[config.mk]
export PLATFORM = sky130hd
export DESIGN_NAME = dcache_port_arbiter
export DESIGN_NICKNAME = d
export VERILOG_FILES = /design/src/rtl/dcache_port_arbiter.sv
export SDC_FILE = /design/constraint.sdc
export NUM_CORES = 1
export LEC_CHECK = 0
export ABC_CLOCK_PERIOD_IN_PS = 2700
export CAP_MARGIN = 20
export CORE_UTILIZATION = 29
export DETAILED_ROUTE_END_ITERATION = 8
export SLEW_MARGIN = 20
export SYNTH_ARGS = -nofsm -noshare
export SYNTH_HDL_FRONTEND = slang
export SYNTH_SLANG_ARGS = --single-unit
[constraint.sdc]
create_clock -name clk -period 2.7 [get_ports clk]
set_input_delay 0.54 -clock clk [delete_from_list [all_inputs] [get_ports clk]]
set_output_delay 0.54 -clock clk [all_outputs]
set_load 0.01 [all_outputs]
[src/rtl/dcache_port_arbiter.sv]
// dcache_port_arbiter: shares the single data-cache request port between the
// pipeline load/store stage (requester 0) and the secondary memory client
// (requester 1). One transaction is outstanding at a time.
//
// Handshake: a requester holds rqN_valid with stable fields; rqN_ready is a
// combinational one-cycle grant taken only in IDLE. Toward the cache, valid is
// held with stable fields until addr_ready; completion is data_valid or any
// exception bit. The response is a registered one-cycle rsN_valid pulse to the
// requester that owned the grant, with all rsN buses zero outside the pulse.
//
// dbg_state exposes the FSM: 0 = IDLE, 1 = REQ, 2 = WAIT, 3 = DRAIN.
module dcache_port_arbiter #(
    parameter int         TIMEOUT_CYCLES = 1023,
    parameter logic [6:0] TIMEOUT_EXP    = 7'b1000000
) (
    input  logic        clk,
    input  logic        rst,
    input  logic        flush,
    input  logic        rq0_valid,
    input  logic        rq0_op,
    input  logic [31:0] rq0_addr,
    input  logic [3:0]  rq0_wtype,
    input  logic [31:0] rq0_wdata,
    input  logic        rq0_atom,
    output logic        rq0_ready,
    input  logic        rq1_valid,
    input  logic        rq1_op,
    input  logic [31:0] rq1_addr,
    input  logic [3:0]  rq1_wtype,
    input  logic [31:0] rq1_wdata,
    input  logic        rq1_atom,
    output logic        rq1_ready,
    output logic        rs0_valid,
    output logic [31:0] rs0_data,
    output logic [6:0]  rs0_exp,
    output logic [31:0] rs0_badv,
    output logic        rs1_valid,
    output logic [31:0] rs1_data,
    output logic [6:0]  rs1_exp,
    output logic [31:0] rs1_badv,
    output logic        valid,
    output logic        op,
    output logic [31:0] addr,
    output logic [3:0]  write_type,
    output logic [31:0] w_data_CPU,
    output logic        is_atom,
    input  logic        addr_ready,
    input  logic        data_valid,
    input  logic [31:0] r_data_CPU,
    input  logic [31:0] cache_badv_in,
    input  logic [6:0]  cache_exception,
    output logic [1:0]  dbg_state
);

    typedef enum logic [1:0] {
        S_IDLE  = 2'd0,
        S_REQ   = 2'd1,
        S_WAIT  = 2'd2,
        S_DRAIN = 2'd3
    } state_t;

    state_t      state, state_nxt;
    logic        grant_any, grant_id, last_id, lat_id;
    logic        cache_done, tmo_hit, done;
    logic [31:0] tmo_cnt;
    logic        lat_op, lat_atom;
    logic [31:0] lat_addr, lat_wdata;
    logic [3:0]  lat_wtype;
    logic [1:0]  rsp_v;
    logic [31:0] rsp_data, rsp_badv;
    logic [6:0]  rsp_exp;

    // Round-robin choice: a lone requester wins, otherwise the one not granted last.
    always_comb begin
        grant_any = (state == S_IDLE) && !flush && (rq0_valid || rq1_valid);
        if (rq0_valid && rq1_valid) grant_id = ~last_id;
        else                        grant_id = rq1_valid;
    end

    // The timeout fires on the last allowed wait cycle, so the pulse follows
    // exactly TIMEOUT_CYCLES wait cycles; TIMEOUT_CYCLES == 0 never fires.
    assign cache_done = data_valid || (|cache_exception);
    assign tmo_hit    = (TIMEOUT_CYCLES != 0) && (tmo_cnt == 32'(TIMEOUT_CYCLES - 1));
    assign done       = cache_done || tmo_hit;

    // State register.
    always_ff @(posedge clk) begin
        if (rst) state <= S_IDLE;
        else     state <= state_nxt;
    end

    // Next-state logic; a flush coinciding with completion simply drops the result.
    always_comb begin
        state_nxt = state;
        case (state)
            S_IDLE:  if (grant_any) state_nxt = S_REQ;
            S_REQ: begin
                if (flush)           state_nxt = S_IDLE;
                else if (addr_ready) state_nxt = S_WAIT;
            end
            S_WAIT: begin
                if (flush)     state_nxt = done ? S_IDLE : S_DRAIN;
                else if (done) state_nxt = S_IDLE;
            end
            S_DRAIN: if (done) state_nxt = S_IDLE;
            default: state_nxt = S_IDLE;
        endcase
    end

    // FSM outputs: grant strobes and the cache request valid.
    always_comb begin
        rq0_ready = 1'b0;
        rq1_ready = 1'b0;
        if (!rst) begin
            rq0_ready = grant_any && !grant_id;
            rq1_ready = grant_any &&  grant_id;
        end
        valid     = (state == S_REQ);
        dbg_state = state;
    end

    // Request latch, arbitration pointer, timeout counter and response registers.
    always_ff @(posedge clk) begin
        if (rst) begin
            lat_id    <= 1'b0;
            lat_op    <= 1'b0;
            lat_addr  <= '0;
            lat_wtype <= '0;
            lat_wdata <= '0;
            lat_atom  <= 1'b0;
            last_id   <= 1'b1;
            tmo_cnt   <= '0;
            rsp_v     <= 2'b00;
            rsp_data  <= '0;
            rsp_exp   <= '0;
            rsp_badv  <= '0;
        end else begin
            rsp_v <= 2'b00;
            if (grant_any) begin
                lat_id    <= grant_id;
                lat_op    <= grant_id ? rq1_op    : rq0_op;
                lat_addr  <= grant_id ? rq1_addr  : rq0_addr;
                lat_wtype <= grant_id ? rq1_wtype : rq0_wtype;
                lat_wdata <= grant_id ? rq1_wdata : rq0_wdata;
                lat_atom  <= grant_id ? rq1_atom  : rq0_atom;
                last_id   <= grant_id;
            end
            if ((state == S_WAIT || state == S_DRAIN) && state_nxt == state)
                tmo_cnt <= tmo_cnt + 32'd1;
            else
                tmo_cnt <= '0;
            if (state == S_WAIT && !flush && done) begin
                rsp_v <= lat_id ? 2'b10 : 2'b01;
                if (cache_done) begin
                    rsp_data <= (data_valid && !(|cache_exception)) ? r_data_CPU : 32'd0;
                    rsp_exp  <= cache_exception;
                    rsp_badv <= (|cache_exception) ? cache_badv_in : 32'd0;
                end else begin
                    rsp_data <= 32'd0;
                    rsp_exp  <= TIMEOUT_EXP;
                    rsp_badv <= lat_addr;
                end
            end
        end
    end

    assign op         = lat_op;
    assign addr       = lat_addr;
    assign write_type = lat_wtype;
    assign w_data_CPU = lat_wdata;
    assign is_atom    = lat_atom;

    assign rs0_valid = rsp_v[0];
    assign rs0_data  = rsp_v[0] ? rsp_data : 32'd0;
    assign rs0_exp   = rsp_v[0] ? rsp_exp  : 7'd0;
    assign rs0_badv  = rsp_v[0] ? rsp_badv : 32'd0;
    assign rs1_valid = rsp_v[1];
    assign rs1_data  = rsp_v[1] ? rsp_data : 32'd0;
    assign rs1_exp   = rsp_v[1] ? rsp_exp  : 7'd0;
    assign rs1_badv  = rsp_v[1] ? rsp_badv : 32'd0;

endmodule
After elaboration in Yosys (flattened, before gate mapping)
Cells that the tools add are included.

word-level totals
  bits in registers = 179
  bits of input ports = 218

operators by class
  $add $sub $neg = 1
  equality and inequality tests = 5
  mux-type cells = 27
  bitwise operators = 3
  reductions and logical operators = 20

operator list
  kind                                                                      count
  32-bit two-way mux                                                        10
  32-bit by 1-bit adder with 32-bit output (second input constant)          1
  32-bit by 10-bit equality test with 1-bit output (second input constant)  1
  7-bit two-way mux                                                         3
  2-bit two-way mux                                                         7
  1-bit logical AND                                                         9
  2-bit one-hot mux with 4 select lines                                     1
  7-bit OR reduction                                                        1
  1-bit two-way mux                                                         5
  2-bit equality test (second input constant)                               2
  1-bit logical OR                                                          4
  4-bit two-way mux                                                         1
  2-bit OR reduction                                                        2
  1-bit zero test                                                           3
  1-bit inverter                                                            3
  2-bit by 1-bit equality test with 1-bit output (second input constant)    1
  2-bit equality test                                                       1
  2-bit zero test                                                           1

Logic depth before layout (Yosys ltp)
Gate-level depths: netlist of run 1.

  word-level depth = 10
  gate-level depth with buffers = 9
  depth with buffers taken out = 7

Least setup slack after synthesis of run 1
OpenSTA, ideal clock, no wires.

  path type = input to register
  from = in cache_exception[3]
  to = reg rsp_badv[10]
  library setup time = 0.136 ns
  data arrival time = 2.189 ns
  data required time = 2.564 ns
  setup slack = 0.375 ns
  cell stages on the path = 7
  path through = or4_1 or3_1 a31oi_4 or2_1 buf_6 buf_4 a211oi_1

on the way
  cells in the longest elaborated chain, start to end = 4
  elaborated cells on any way between the ends = 6
  those cells by class = 2 x mux; 4 x reduce/logical

ends and longest elaborated chain
  item                  RTL line  RTL
  start, declared       51        input logic [6:0] cache_exception,
  7-bit OR reduction *  82, 157
  1-bit logical OR      82        assign cache_done = data_valid || (|cache_exception);
  1-bit logical OR      84        assign done = cache_done || tmo_hit;
  1-bit logical AND     152       if (state == S_WAIT && !flush && done) begin
  end signal, assigned  157       rsp_badv <= (|cache_exception) ? cache_badv_in : 32'd0;
  end signal, assigned  161       rsp_badv <= lat_addr;
  end, declared         70        logic [31:0] rsp_data, rsp_badv;

Mark *: on every way between the ends. The rest lies on a longest branch, timed or not.
A chain may end at the register's enable or synchronous reset.

Final worst setup path of run 1
  from = in cache_exception[5]
  to = reg rsp_badv[30]

The elaborated chain is that of the path after synthesis.

==> impl_results.md, run 1 <==
* Clock latency on the worst-skew pair at 0.43 ns
* Combinational power share at 0.128
* Critical path data arrival time at 2.88 ns
* Number of flops mapped to enable cells by yosys at 0
* Most common cell in the netlist: dfxtp_1
* Startpoint Class: input port
* Avg WL per Cell at 18.9 microns
* RSZ-0062 raised after global routing: false
* Compound-Gate Fraction of Synth Area at 0.213
* Worst VDD drop at 0.376 mV
* Routed vias at 8,766
* Synth Instances at 960
* GP Congestion at 0.816
* Remaining antenna violation count at 0
* Placed insts at 1,724
* Switch share at 0.265
* Io pins at 437
* CTS tree: built
* Core outline area at 28,000 sq um
* Worst-case reg-to-reg path depth at 6
* CP endpoint kind: flop
* Total die area at 29,400 sq um
* WS Path Type: input port to flop
* CTS Sinks at 179
* Clock buffer count from CTS at 17
* Top post-synthesis cells by area: dfxtp_1 43%, and2_1 11%, a222oi_1 8.4%
* Synth Area in XOR/XNOR at 0.0315
* F_max at 0.391 GHz
* Starting density of the core at 0.298
* Net Switching at 1.61 mW
* Fill cell count at 2,699
* Pwr per Cell Area at 440 nW/um^2
* Fraction of registers with async set or reset after synthesis at 0
* Setup crit end: rsp_badv[30]
* Lkg Pwr at 5.09 nW
* Critical Path, Cell by Cell: clkdlybuf4s50_1, or4_1, or3_1, a31oi_4, buf_4, a2111oi_0, a211oi_1
* DRC at 0
* Die Y at 172 microns
* Drt first pass iters at 7
* Mux share of post-synthesis cell area at 0
* Largest net degree at the start of global routing at 67
* DRT iter0 DRCs at 898
* Hold Crit Class: flop to flop
* Min cycle time layout at 2.56 ns
* Area of the multi-input gates at 4000 sq um
* Final setup fails at 0
* DRT Wirelength at 33,300 microns
* Clk buf depth at 2
* Met1 Resource Use GR at 0.274
* Total track usage at 0.216
* Gates resized, CTS repair at 3
* Final hold vios at 0
* Max incr delay on CP at 0.54 ns
* Post-synth top area share at 0.430
* Area growth syn-to-layout at 65.5%
* First-pass GRT wire length at 48,300 microns
* Mapped cell area at 8340 sq um
* Post-synthesis simple-gate area fraction at 0.229
* RR Endpoint: rsp_badv[10]
* Pint at 4.47 mW
* Adder-Cell Fraction of Synth Area at 0.00300
* Register area share after synthesis at 0.430
* Clock Power Share at 0.411
* R2R setup slack at 0.44 ns
* Root Buffer: clkbuf_16
* DIE WIDTH at 172 microns
* Site Rows at 61
* Register area at 3590 sq um
* Sequential power share at 0.460
* Largest area contributor in the netlist: dfxtp_1
* Final non-filler cell total at 1,758
* GR peak layer: met2
* Max Slew Vio Count at 0
* Via count of the first global-routing pass at 8,205
* Required time of the worst setup path at 3.03 ns
* Drt via density at 4.99
* Total grt overflow at 0
* Synth Flop Type: dfxtp_1
* Antenna violations before repair at 3
* Setup TNS at 0 ns
* Status: finished, final reports clean
* Hold buffers post-CTS at 0
* Worst Tran Pin Value at 0.747 ns
* Final worst-path cycle share at 0.948
* # nets final at 1,585
* Critical path origin: cache_exception[5]
* Library cells used by synthesis at 45
* Max_slew headroom at 0.502
* Syn Nets at 1,180
* IO buf count at 436
* Yosys warning count at 0
* Clock Skew at 0.0184 ns
* Total setup buffers inserted after CTS at 0
* Worst hold slack at 0.419 ns
* M2 GR Usage at 0.367
* Met3 Track Usage GR at 0.0529
* Slowest CP cell: or4_1
* R2r startpoint: tmo_cnt[4]
* Avg Inst Size Synth at 8.69 sq um
* H-tree depth at 4
* Commonest cells in the netlist: 179 x dfxtp_1, 146 x and2_1, 105 x inv_1
* Maximum fanout along the worst path at 24
* Largest family of logic cells by synthesized area: simple AND/OR/NAND/NOR gates
* Register clock-pin slew on the reported worst setup and hold paths at 0.07 ns
* Number of max-cap violations at 0
* #FFs+latches synth at 179
* Detailed placement HPWL at 24,300 microns
* Layout cells sized above 1 at 0.0624
-- through the flow --
| step | setup WS [ns] | instance area (sq um) | power (mW) | utilization |
|---|---|---|---|---|
| global placement | -0.279 | 13200 | 3.63 | 0.471 |
| finish | 0.141 | 13800 | 6.07 | 0.493 |
| CTS | 0.134 | 13800 | 6.13 | 0.493 |
| global route | 0.0748 | 13800 | 6.30 | 0.493 |
| floorplan | 0.375 | 8340 | 3.05 | - |
| detailed placement | -0.273 | 13200 | 3.63 | 0.471 |
-- worst max-delay path: cells and delay by family --
| kind | cells | cell delay, ns |
|---|---|---|
| AO/OA/AOI/OAI | 3 | 0.60 |
| buffers and inverters | 2 | 0.78 |
| AND/OR/NAND/NOR | 2 | 0.97 |
-- sequential cells by signal, summed over array words and instances, names as in the netlist, 2 cells and up --
name / cells
w_data_CPU: 32
rsp_data: 32
addr: 32
rsp_badv: 32
rsp_v: 2
dbg_state: 2
write_type: 4
tmo_cnt: 32
rsp_exp: 7
-- logic make-up after synthesis --
| kind of cell | after synthesis |
|---|---|
| XOR/XNOR | 30 |
| flip-flops | 179 |
| AND/OR/NAND/NOR | 335 |
| AO/OA/AOI/OAI | 221 |
| adder cells (fa/ha/maj) | 2 |
| buffers and inverters | 193 |
-- final cells by class --
class	count	area share
Antenna cell	2	0.000363
Clock buffer	17	0.0308
Clock inverter	15	0.0118
Inverter	106	0.0288
Multi-Input combinational cell	588	0.290
Sequential cell	179	0.260
Tap cell	378	0.0343
Timing Repair Buffer	473	0.344
-- placed cells by master, fill, tap and decap left out, drive strengths merged, types with 4 or more instances in the layout --
| cell type | instances |
|---|---|
| a2111oi | 32 |
| a211oi | 33 |
| a21oi | 8 |
| a222oi | 70 |
| and2 | 146 |
| and4 | 5 |
| buf | 39 |
| clkbuf | 17 |
| clkdlybuf4s50 | 432 |
| clkinv | 8 |
| dfxtp | 179 |
| inv | 112 |
| nand2 | 46 |
| nand3 | 10 |
| nand4 | 5 |
| nor2 | 51 |
| nor3 | 15 |
| nor3b | 33 |
| nor4 | 4 |
| o211ai | 32 |
| o21ai | 39 |
| or3b | 6 |
| or4 | 5 |
| xnor2 | 20 |
| xor2 | 10 |
-- metal layers --
| metal | part of all wire | up-vias |
|---|---|---|
| met5 | 0.00039 | - |
| met4 | 0.0078 | 2 |
| met3 | 0.073 | 20 |
| met2 | 0.50 | 328 |
| met1 | 0.42 | 4198 |
| li1 | - | 4218 |
-- worst min path at each step --
stage	to	cells after the start	slack (ns)	startpoint
floorplan	rsp_v[0]	1	0.40	lat_id
global placement	rsp_v[0]	1	0.40	lat_id
detailed placement	rsp_v[0]	1	0.41	lat_id
CTS	rsp_v[0]	1	0.42	lat_id
global route	rsp_v[0]	1	0.46	lat_id
finish	rsp_v[0]	1	0.42	lat_id
-- power by group through the flow --
stage / registers (mW) / logic (mW) / clock network (mW)
final: 2.79 / 0.780 / 2.50
after global routing: 2.81 / 0.828 / 2.67
after CTS: 2.79 / 0.785 / 2.55
after detailed placement: 2.85 / 0.780 / 0
after global placement: 2.85 / 0.778 / 0
after floorplan: 2.87 / 0.184 / 0
(Power assumes the default switching activity.)
==> run 2, diff against run 1 <==
- PLACE_DENSITY_LB_ADDON: not set -> 0.1
==> run 2 against run 1 <==
Compared with the run above:
- sequential share of layout area up 0.099 points
- non-clock buffer count fell by 5
- design area is 0.34% lower
- worst hold slack better by 0.043 ns
- via count decreased by 1.7%
- sequential cell count did not move
- largest cell class unchanged
- highest routed layer is now met4
==> impl_results.md, run 2 (same netlist as run 1, synthesis figures left out) <==
* Worst hold slack at 0.462 ns (+0.0431 ns)
* Total setup buffers inserted after CTS at 0 (unchanged)
* CTS tree: built
* Min cycle time layout at 2.54 ns (-0.0187 ns)
* Detailed placement HPWL at 24,400 microns (+0.28%)
* DIE WIDTH at 172 microns (unchanged)
* Antenna violations before repair at 1 (-2)
* Required time of the worst setup path at 2.16 ns (-0.87 ns)
* Register area at 3590 sq um (about the same)
* Maximum fanout along the worst path at 58 (+140%)
* Clk buf depth at 2 (unchanged)
* Remaining antenna violation count at 0 (unchanged)
* IO buf count at 436 (unchanged)
* First-pass GRT wire length at 48,000 microns (-0.64%)
* GP Congestion at 0.775 (-5.1%)
* Site Rows at 61 (unchanged)
* Max Slew Vio Count at 0 (unchanged)
* Clock latency on the worst-skew pair at 0.43 ns (about the same)
* Drt via density at 4.91 (-1.4%)
* Total power at 6.02 mW (-0.87%)
* H-tree depth at 4 (unchanged)
* Area after DPL at 13,200 sq um (-0.28%)
* Pwr per Cell Area at 438 nW/um^2 (-0.53%)
* Starting density of the core at 0.298 (unchanged)
* Register clock-pin slew on the reported worst setup and hold paths at 0.07 ns (about the same)
* Largest net degree at the start of global routing at 65 (-3.0%)
* Worst VDD drop at 0.334 mV (-11%)
* Startpoint Class: flop
* Status: finished, final reports clean
* Most frequent cells in the layout: 432 x clkdlybuf4s50_1, 176 x dfxtp_1, 143 x and2_1
* Fill cell count at 2,710 (+0.41%)
* Hold buffers post-CTS at 0 (unchanged)
* Total grt overflow at 0 (unchanged)
* Max_slew headroom at 0.478 (-0.0239)
* Layout cells sized above 1 at 0.0590 (-0.00341)
* CTS Sinks at 179 (unchanged)
* Post-route cell area at 13,800 sq um (-0.34%)
* Final worst-path cycle share at 0.941 (-0.00693)
* Most common cell after layout, fill and taps aside: clkdlybuf4s50_1
* Hold Crit Class: flop to flop
* Worst Tran Pin Value at 0.783 ns (+0.0359 ns)
* Placed insts at 1,719 (-0.29%)
* Total die area at 29,400 sq um (unchanged)
* Total track usage at 0.214 (-0.00112)
* Routed vias at 8,615 (-1.7%)
* DRT Wirelength at 33,000 microns (-0.69%)
* Lkg Pwr at 5.08 nW (-0.23%)
* WS Path Type: flop to output port
* Io pins at 437 (unchanged)
* # nets final at 1,580 (-0.32%)
* Area growth syn-to-layout at 64.9%
* Die Y at 172 microns (unchanged)
* DRC at 0 (unchanged)
* Critical path data arrival time at 2.00 ns (-0.88 ns)
* F_max at 0.394 GHz (+0.74%)
* DRT iter0 DRCs at 683 (-24%)
* Root Buffer: clkbuf_16
* Clock buffer count from CTS at 17 (unchanged)
* Final hold vios at 0 (unchanged)
* R2R setup slack at 0.44 ns (about the same)
* Clock Skew at 0.00968 ns (-0.00876 ns)
* Drt first pass iters at 8 (+1)
* Core outline area at 28,000 sq um (unchanged)
* Via count of the first global-routing pass at 7,964 (-2.9%)
* CP endpoint kind: output port
* Number of max-cap violations at 0 (unchanged)
* Final non-filler cell total at 1,753 (-0.28%)
* Finished Core Util at 0.491 (-0.00170)
* Area of the multi-input gates at 4000 sq um (unchanged)
* Avg WL per Cell at 18.8 microns (-0.41%)
* RSZ-0062 raised after global routing: false
* Final setup fails at 0 (unchanged)
==> run 2: cell types whose count changed in the layout (fill, tap and decap cells not counted), sizes merged <==
cell and change:
buf -5, dlymetal6s2s +2, inv +1, dlygate4sd2 -2
clkinvlp -1, clkinv -3, clkbuf +3
==> run 2: final timing paths <==
kind / from / cells after the start / to
worst min register to register: tmo_cnt[0] / 1 / tmo_cnt[0]
worst max-delay path: rsp_v[0] / 3 / rs0_badv[7]
worst max register to register: tmo_cnt[14] / 6 / rsp_badv[15]
worst min-delay path: tmo_cnt[0] / 1 / tmo_cnt[0]
==> run 2: timing repair <==
| item | CTS | global route |
|---|---|---|
| endpoints found under the hold margin | 0 | 0 |
| endpoints found under the setup margin | 2 | 2 |
| resized for setup | 1 | 3 |
==> run 2: per-layer routing <==
layer	GRT usage	wire [microns]	part of all wire	up-vias
met5	0	0	0	-
met4	0.0477	384	0.012	0
met3	0.0564	2340	0.071	25
met2	0.367	16400	0.50	316
met1	0.268	13900	0.42	4053
li1	-	-	-	4221
==> run 2: critical path, cell delays in order (launching register included) <==
cell,delay (ns)
dfxtp_2,0.53
buf_12,0.26
and2_1,0.15
clkdlybuf4s50_1,0.62
==> run 2: area by class of cell <==
| class | instances | share of cell area |
|---|---|---|
| clock inverters | 12 | 0.00819 |
| diodes | 2 | 0.000364 |
| well taps | 378 | 0.0344 |
| clock buffers | 20 | 0.0332 |
| flip-flops and latches | 179 | 0.261 |
| repair buffers | 468 | 0.343 |
| inverters | 106 | 0.0289 |
| multi-input cells | 588 | 0.291 |
==> run 2: stage by stage <==
| step | setup TNS, ns | setup slack [ns] |
|---|---|---|
| 6_report | 0 | 0.160 |
| 5_1_grt | 0 | 0.0602 |
| 4_1_cts | 0 | 0.0411 |
| 3_5_place_dp | -14.33 | -0.194 |
| 3_3_place_gp | -10.35 | -0.125 |
| 2_1_floorplan | 0 | 0.375 |
==> run 2: power breakdown <==
part           total, mW  switching (mW)  internal, mW
sequential          2.80          0.0734          2.72
combinational      0.770           0.273         0.496
clock               2.45            1.18          1.27
total               6.02            1.53          4.49
